[src/rtl/boxcar_decimator.sv]
// Boxcar average-and-decimate: sums 2**AvgBits signed samples and emits one registered mean per block.
// Optional macro BOXCAR_ROUND_EN: round half toward +inf with positive saturation instead of truncation.
module boxcar_decimator #(
    parameter int DataWidth = 24,
    parameter int AvgBits   = 4
) (
    input  logic                 aclk,
    input  logic                 areset,
    input  logic                 in_tvalid,
    output logic                 in_tready,
    input  logic [DataWidth-1:0] in_tdata,
    output logic                 out_tvalid,
    input  logic                 out_tready,
    output logic [DataWidth-1:0] out_tdata
);
    localparam int AccW = DataWidth + AvgBits;
    localparam int CntW = (AvgBits > 0) ? AvgBits : 1;
    localparam logic [CntW-1:0] LastCnt = CntW'((1 << AvgBits) - 1);

    logic signed [AccW-1:0] acc;
    logic signed [AccW-1:0] sum;
    logic [CntW-1:0]        count;
    logic                   last;
    logic                   accept;
    logic [DataWidth-1:0]   result;

    // Only the closing sample of a block needs the output register free.
    assign last      = (count == LastCnt);
    assign in_tready = ~out_tvalid | out_tready | ~last;
    assign accept    = in_tvalid & in_tready;
    assign sum       = acc + AccW'($signed(in_tdata));

`ifdef BOXCAR_ROUND_EN
    generate
        if (AvgBits > 0) begin : g_round
            // floor((s + 2**(A-1)) / 2**A) equals floor(s / 2**A) + s[A-1]
            logic [DataWidth:0] rounded;
            assign rounded = {sum[AccW-1], sum[AccW-1:AvgBits]}
                           + (DataWidth+1)'(sum[AvgBits-1]);
            assign result  = (~rounded[DataWidth] & rounded[DataWidth-1])
                           ? {1'b0, {(DataWidth-1){1'b1}}}
                           : rounded[DataWidth-1:0];
        end else begin : g_pass
            assign result = sum[DataWidth-1:0];
        end
    endgenerate
`else
    assign result = sum[AccW-1:AvgBits];
`endif

    always_ff @(posedge aclk) begin
        if (areset) begin
            acc        <= '0;
            count      <= '0;
            out_tvalid <= 1'b0;
            out_tdata  <= '0;
        end else begin
            if (out_tvalid && out_tready) begin
                out_tvalid <= 1'b0;
            end
            if (accept) begin
                if (last) begin
                    acc        <= '0;
                    count      <= '0;
                    out_tvalid <= 1'b1;
                    out_tdata  <= result;
                end else begin
                    acc   <= sum;
                    count <= count + 1'b1;
                end
            end
        end
    end

endmodule

[config.mk]
export PLATFORM = sky130hd
export DESIGN_NAME = boxcar_decimator
export DESIGN_NICKNAME = d
export VERILOG_FILES = /design/src/rtl/boxcar_decimator.sv
export SDC_FILE = /design/constraint.sdc
export NUM_CORES = 1
export LEC_CHECK = 0
export ABC_AREA = 1
export CORE_ASPECT_RATIO = 1.2
export CORE_MARGIN = 4
export CORE_UTILIZATION = 56
export DETAILED_ROUTE_END_ITERATION = 16
export PLACE_DENSITY_LB_ADDON = 0.12
export SLEW_MARGIN = 10
export SYNTH_ARGS = -nofsm -noshare
export SYNTH_HDL_FRONTEND = slang
export SYNTH_SLANG_ARGS = --single-unit
[constraint.sdc]
create_clock -name aclk -period 2.6 [get_ports aclk]
set_input_delay 0.65 -clock aclk [delete_from_list [all_inputs] [get_ports aclk]]
set_output_delay 0.65 -clock aclk [all_outputs]
set_load 0.02 [all_outputs]
Word-level counts from Yosys, hierarchy flattened:

Index checks and enable logic that the tools add are counted.

* input bits: 28
* word-level logic and storage cells: 19
* register bits: 57

* bitwise gates (word level): 5
* add/sub/neg operators: 2
* equal/unequal tests: 1
* multiplexer cells: 5
* reduce and logical (&&, ||, !) cells: 2

Operators by type and width (number)
* adder 28 x 24 -> 28 bit: 1
* 2-to-1 mux 28 bit: 1
* adder 4 x 1 -> 4 bit, second input constant: 1
* equality test 4 bit, second input constant: 1
* 2-to-1 mux 4 bit: 1
* 2-to-1 mux 1 bit: 3
* NOT 1 bit: 2
* OR 1 bit: 2
* AND reduction 2 bit: 1
* bitwise AND 1 bit: 1
* logical AND 1 bit: 1

Longest topological paths before layout:

Gate-level depths: netlist of run 1.

* word-level depth: 5
* gate-level depth with buffers: 13
* mapped depth without buffers: 13

Least setup slack after synthesis of run 1:

No wires, ideal clock.

* kind: input to register
* from: input in_tdata[0]
* to: register acc[12]
* stages on the path: 13
* setup slack: 0.410 ns
* arrival time: 2.054 ns
* cells stage by stage: ha_1 inv_1 fa_1 inv_1 nand3_1 nand3_2 nand2_1 nand2_2 inv_2 o21ai_0 nand2_1 nand3_1 a21oi_1

* cells in the longest elaborated chain, start to end: 2

RTL lines
* start, declared: RTL line 11 `input logic [DataWidth-1:0] in_tdata,`
* adder 28 x 24 -> 28 bit: RTL line 31 `assign sum = acc + AccW'($signed(in_tdata));`
* 2-to-1 mux 28 bit: RTL line 62 `if (last) begin`
* end signal, assigned: RTL line 68 `acc <= sum;`
* end, declared: RTL line 20 `logic signed [AccW-1:0] acc;`

Every way passes these cells.
A chain may end at the register's enable or synchronous reset.

Worst setup path in the final report of run 1:

* from: input out_tready
* to: output in_tready

* cells in the longest elaborated chain, start to end: 2

RTL lines
* start, declared: RTL line 13 `input logic out_tready,`
* OR 1 bit (2 in series): RTL line 29 `assign in_tready = ~out_tvalid | out_tready | ~last;`
* end, declared: RTL line 10 `output logic in_tready,`

Every way passes these cells.

==> summary.md, run 1 <==
| Metric | Value |
|---|---|
| Status | completed |
| Critical path's largest stage delay | 0.54 ns |
| Sink Count | 57 |
| Cell mode on critical path | clkdlybuf4s50_1 |
| DRT Wirelength | 11,600 µm |
| Max Slew Vio Count | 0 |
| Final worst path period share | between 90% and 100% |
| Crit path capture type | output pin |
| TritonCTS clock tree | built |
| Setup-failing EPs final | 0 |
| Largest net degree at the start of global routing | 31 |
| Crit path arrival time | 1.90 ns |
| Area Overhead vs Synth | 23.3% |
| Crit path max-delay cell type | clkdlybuf4s50_1 |
| First-pass GRT wire length | roughly 19,000 µm |
| Slew headroom | between 60 and 70% |
| Max-cap violations | 0 |
| Placer Congestion | between 0.9 and 1 |
| Final Power | 2.76 mW |
| Max VDD drop | 331 µV |
| DRC | 0 |
| CORE AREA | 0.00698 mm² |
| Fin Setup TNS | 0 ns |
| Setup slack after layout | 0.0462 ns |
| Root buffer selected by CTS | clkbuf_8 |
| GRT overflow | 0 |
| Top FF cell, synth | dfxtp_1 |
| Avg Cell Area, Syn | 6.17 µm² |
| Commonest non-fill, non-tap cell in the layout | nand2_1 |
| Min Tclk post-route | 2.55 ns |
| Fmax | 392 MHz |
| Longest Clk Path Bufs | 2 |
| Critical path's top delay family | buffers and inverters |
| Cell count after placement | 809 |
| Syn Inst Count | 663 |
| Per-cell routed wire length | 14.1 µm |
| Worst Skew | 0.0100 ns |
| Dpl ws | -0.157 ns |
| Vias/cell | 5.22 |
| CP Data Required Time | 1.95 ns |
| Die Span X | 86.0 µm |
| Reg2Reg Launch Point | acc[0] |
| Diode count | 0 |
| Reg clk slew, reported paths | 0.07 ns |
| Syn_nets | 720 |
| Register area share after synthesis | 27.9% |
| Number of global-route vias before repair | around 4,200 |
| I/O pin count | 54 |
| Initial antenna violation count | 0 |
| Hpwl dp | 8730 µm |
| Hold path start | out_tdata[9] |
| Worst path bufs/invs | 2 |
| Clk_lat worst skew | 0.36 ns |
| Die Footprint | 0.00874 mm² |
| Cell count along the critical path | 4 |
| Leakage | 2.60 nW |
| Hold Path Sink | out_tdata[9] |
| Number of flops mapped to enable cells by yosys | 0 |
| Hold Buf Count CTS | 0 |
| Rows | 33 |
| Final Instance Count excl. Fillers | between 800 and 900 |
| First-pass DRT Iterations | 5 |
| CP startpoint kind | input port |
| Mapped Area | around 0.004 mm² |
| FF-to-FF End | acc[20] |
| # port buffers | 53 |
| Most frequent cells in the layout | 251 x nand2_1, 96 x inv_1, 57 x dfxtp_1 |
| Hold crit path type | flip-flop to flip-flop |
| Worst-Margin Slew | between 0.5 and 0.6 ns |
| Critical Path, Cell by Cell | clkdlybuf4s50_1 > nor2_2 > nand2_1 > clkdlybuf4s50_1 |
| Synth warnings | 0 |
| Chip Height | between 100 and 150 µm |
| DR vias | 4,314 |
| Fraction of layout cells with a size suffix above 1 | 10.0% |
| Iteration-0 DRC Markers | around 230 |
| Cell Pwr Density | 548 mW/mm² |
| Core Util, Final | between 70 and 80% |
| CP Class | input port to output pin |
| Total track usage | 27.2% |
| Num CTS Buffers | 9 |
| Distinct cells, synth | 34 |
| Synth async-reset ratio | 0% |
| Worst R2R Path Depth | 13 |
| Hold Vio Cnt, Final | 0 |
| Initial core utilization | 58.6% |
| R2r setup slk | ~0.53 ns |
| Critical Path Fanout Max | 2 |
| H-tree levels | 3 |
| Layout Nets | 792 |
| Post-DRT Antenna Nets | 0 |
| Synth Register Bits | 57 |
| Hold depth | 2 |
-- report_power, final --
part	total (mW)	switching [mW]	leakage (nW)	internal, mW
Combinational	0.921	0.569	2.05	0.351
Sequential	0.964	0.0344	0.465	0.930
Clock	0.877	0.410	0.0868	0.467
Total	2.76	1.01	2.60	1.75
-- registers in the layout (all words and copies together), names as in the netlist --
name        flops
out_tvalid      1
out_tdata      24
count           4
acc            28
-- cells in the mapped netlist, types with 5 or more instances --
cell	number	area share [%]
a21oi_1	41	5.0
buf_2	7	0.86
dfxtp_1	57	28
ha_1	28	8.6
inv_1	96	8.8
inv_2	13	1.2
nand2_1	252	23
nand3_1	52	6.4
nand3_2	7	1.7
nand3b_1	5	0.92
nand4_1	8	1.2
nor2_1	38	3.5
o21ai_0	6	0.73
o21ai_1	7	0.86
xnor2_1	6	1.3
-- routing by layer --
metal / up-vias / wire length (µm) / GRT usage [%]
li1: 2215 / - / -
met1: 1957 / 4900 / 30.5
met2: 111 / 5760 / 48.8
met3: 31 / 602 / 5.45
met4: 0 / 358 / 12.9
met5: - / 0 / 0
-- cells by family (layout without fill, tap and decap cells) --
group,count (synthesis),after routing,share of synthesized area [%]
buffers and inverters,121,198,11.5
AND/OR/NAND/NOR,380,380,40.0
XOR/XNOR,10,10,2.14
adder cells (fa/ha/maj),29,29,9.06
AO/OA/AOI/OAI,66,66,9.36
flip-flops,57,57,27.9
-- stage by stage --
| stage | cell area (µm²) | hold WS (ns) |
|---|---|---|
| detailed placement | 4810 | 0.441 |
| finish | 5040 | 0.453 |
| floorplan | 4090 | 0.444 |
| CTS | 5020 | 0.456 |
| global route | 5040 | 0.474 |
| global placement | 4810 | 0.439 |
-- worst max path at each step --
stage / start / to / slack, ns
CTS: out_tready / in_tready / 0.03
finish: out_tready / in_tready / 0.05
global route: in_tdata[0] / acc[20] / -0.03
floorplan: in_tdata[0] / acc[12] / 0.41
global placement: in_tdata[0] / acc[12] / -0.07
detailed placement: in_tdata[0] / acc[12] / -0.16
-- worst reg2reg max path, cell delays in order, from the launching register on --
cell     delay [ns]
dfxtp_1        0.34
ha_1           0.17
inv_1          0.05
fa_1           0.39
inv_1          0.09
nand3_1        0.08
nand3_2        0.13
buf_4          0.13
buf_4          0.09
nand4_1        0.15
nand3_1        0.13
nand2_1        0.07
nand3_1        0.08
a21oi_1        0.06
-- layout make-up --
class                      instances  area [µm²]
multi-input combinational        485        2480
fill                             608        1940
sequential                        57        1140
timing repair buffer              73         693
inverter                         109         409
clock buffer                      10         138
tap                               87         109
clock inverter                     6        67.6
-- repair_timing --
action | 4_1_cts | 5_1_grt
buffers inserted | 0 | 2
setup endpoints to repair | 1 | 5
pin swaps | 0 | 1
resized for setup | 1 | 3
cloned | 0 | 0
(Power assumes the default switching activity.)
==> inputs of run 2 (changes only) <==
CTS_CLUSTER_DIAMETER = 30   (was unset)
==> results of run 2 <==
The final DEF is identical to that of run 1; final timing and power are the same.
==> inputs of run 3 (changes only) <==
CAP_MARGIN = 20   (was unset)
PLACE_DENSITY = 0.86   (was unset)
PLACE_DENSITY_LB_ADDON = unset   (was 0.12)
==> run 3 against run 2 <==
Effect of this change: clock power increased by 5.2%; non-clock buffer count is 2 lower; maximum frequency up 5.4%; count of clock-buffer cells in the layout did not move; die area unchanged; setup slack better by 0.13 ns; critical path type is now input port to flip-flop; largest cell class unchanged; largest power group unchanged.
==> summary.md, run 3 (synthesized netlist as in run 1, its figures left out) <==
| Metric | Value |
|---|---|
| Status | completed |
| Fin Setup TNS | 0 ns (unchanged) |
| Chip Height | 102 µm (unchanged) |
| Fmax | 413 MHz (+5.4%) |
| Hpwl dp | 8650 µm (-0.84%) |
| Max-cap violations | 0 (unchanged) |
| CP startpoint kind | input port |
| DRC | 0 (unchanged) |
| CP Data Required Time | 2.84 ns (+0.89 ns) |
| Max Slew Vio Count | 0 (unchanged) |
| Placer Congestion | 0.959 (+1.7%) |
| Die Footprint | 0.00874 mm² (unchanged) |
| Hold Vio Cnt, Final | 0 (unchanged) |
| Reg clk slew, reported paths | 0.07 ns (about the same) |
| Critical Path, Cell by Cell | clkdlybuf4s50_1 > ha_1 > inv_1 > fa_1 > inv_1 > nand3_1 > nand3_4 > nand2_1 > nand2_2 > inv_2 > o21ai_0 > nand2_1 > nand3_1 > a21oi_1 |
| DRT Wirelength | 11,500 µm (-1.5%) |
| Post-CTS Setup Bufs | 0 (unchanged) |
| CORE AREA | 0.00698 mm² (unchanged) |
| Worst-Margin Slew | 0.572 ns (-0.0131 ns) |
| Largest reg by FF count | acc |
| Critical Path Fanout Max | 4 (+2) |
| Num CTS Buffers | 9 (unchanged) |
| Core Util, Final | 72.0% (-0.22 points) |
| Number of global-route vias before repair | 4,270 (+1.1%) |
| R2r setup slk | 0.62 ns (+0.09 ns) |
| Min Tclk post-route | 2.42 ns (-0.130 ns) |
| Rows | 33 (unchanged) |
| Longest Clk Path Bufs | 2 (unchanged) |
| Total track usage | 27.1% (-0.074 points) |
| H-tree levels | 3 (unchanged) |
| Final Power | 2.82 mW (+2.0%) |
| Initial core utilization | 58.6% (unchanged) |
| First-pass GRT wire length | 19,000 µm (+0.66%) |
| # port buffers | 53 (unchanged) |
| Top Registers | acc: 28 flops, out_tdata: 24 flops, count: 4 flops |
| Worst path bufs/invs | 4 (+2) |
| Critical path's top delay family | buffers and inverters |
| Cell Pwr Density | 561 mW/mm² (+2.3%) |
| Vias/cell | 5.31 (+1.8%) |
| GRT overflow | 0 (unchanged) |
| Critical path's largest stage delay | 0.47 ns (-0.07 ns) |
| Dpl cell area | 0.00480 mm² (-0.26%) |
| I/O pin count | 54 (unchanged) |
| Final instance area | 0.00502 mm² (-0.30%) |
| Crit path arrival time | 2.66 ns (+0.76 ns) |
| CP Class | input port to flip-flop |
| Max VDD drop | 432 µV (+30%) |
| Per-cell routed wire length | 13.9 µm (-1.2%) |
| Hold depth | 2 (unchanged) |
| Crit path capture type | flip-flop |
| Layout Nets | 790 (-0.25%) |
| Setup-failing EPs final | 0 (unchanged) |
| Hold Buf Count CTS | 0 (unchanged) |
| FF-to-FF End | acc[12] |
| Most frequent cells in the layout | 252 x nand2_1, 96 x inv_1, 57 x dfxtp_1 |
| Root buffer selected by CTS | clkbuf_8 |
| Worst Skew | 0.00996 ns (-0.0000474 ns) |
| Crit path max-delay cell type | clkdlybuf4s50_1 |
| Diode count | 0 (unchanged) |
| Leakage | 2.60 nW (+0.18%) |
| Largest net degree at the start of global routing | 31 (unchanged) |
| Area Overhead vs Synth | 22.9% |
| Reg2Reg Launch Point | acc[0] |
| Post-DRT Antenna Nets | 0 (unchanged) |
| Clk_lat worst skew | 0.35 ns (about the same) |
| Initial antenna violation count | 0 (unchanged) |
| Iteration-0 DRC Markers | 302 (+29%) |
| Filler instances | 602 (-0.99%) |
| Hold path start | out_tdata[11] |
| First-pass DRT Iterations | 6 (+1) |
| Commonest non-fill, non-tap cell in the layout | nand2_1 |
| Die Span X | 86.0 µm (unchanged) |
| Hold crit path type | flip-flop to flip-flop |
| Sink Count | 57 (unchanged) |
| Final worst path period share | 93.2% (-5.0 points) |
| Slew headroom | 61.8% (+0.88 points) |
| RSZ-0062 raised after global routing | no |
| TritonCTS clock tree | built |
| Hold Path Sink | out_tdata[11] |
| Worst R2R Path Depth | 13 (unchanged) |
| Fraction of layout cells with a size suffix above 1 | 9.49% (-0.51 points) |
| DR vias | 4,382 (+1.6%) |
| Max reg flops | 28 (unchanged) |
## run 3: changes by cell type in the layout (fill, tap and decap cells not counted), sizes merged
cell,before,now
buf,20,18
bufinv,1,2
clkdlybuf4s50,53,52
clkinv,0,3
clkinvlp,5,1
dlymetal6s2s,0,1
## run 3: worst max path at each step
stage / cells past startpoint / start / end
after detailed placement: 14 / in_tdata[0] / acc[12]
final: 14 / in_tdata[0] / acc[12]
after global routing: 13 / in_tdata[0] / acc[14]
after CTS: 4 / out_tready / in_tready
after global placement: 14 / in_tdata[0] / acc[12]
after floorplan: 13 / in_tdata[0] / acc[12]
## run 3: through the flow
stage | setup WS [ns] | hold WS [ns] | instances
6_report | 0.177 | 0.452 | 825
5_1_grt | 0.00738 | 0.472 | 825
4_1_cts | 0.00606 | 0.455 | 825
3_5_place_dp | -0.164 | 0.441 | 809
3_3_place_gp | -0.0764 | 0.437 | 809
2_1_floorplan | 0.410 | 0.444 | 663
## run 3: report_power, final
group	switching (mW)	internal [mW]	leakage, nW
clock	0.389	0.535	0.106
sequential	0.0352	0.930	0.465
combinational	0.569	0.360	2.03
total	0.993	1.82	2.60
## run 3: final cells by class
cell class,instances,area (µm²),area share (%)
clock buffers,10,128,2.54
clock inverters,6,82.6,1.64
well taps,87,109,2.17
inverters,109,409,8.14
flip-flops and latches,57,1140,22.7
multi-input cells,485,2490,49.5
repair buffers,71,668,13.3
## run 3: what timing repair did
action / 4_1_cts / 5_1_grt
endpoints found under the hold margin: 0 / 0
setup endpoints to repair: 0 / 2
resized for setup: 0 / 4
## run 3: tightest hold or removal path, stage by stage, from the launching register on
cell	delay, ns
dfxtp_1	0.31
nand2_1	0.06
nand2_1	0.04
## run 3: metal layers
metal  track usage [%]  share of wire, %  vias to the layer above
met3              5.94               4.8                       32
met5                 0                 0                        -
met2              47.8                50                      131
met4              10.7               2.7                        0
li1                  -                 -                     2214
met1              31.7                43                     2005
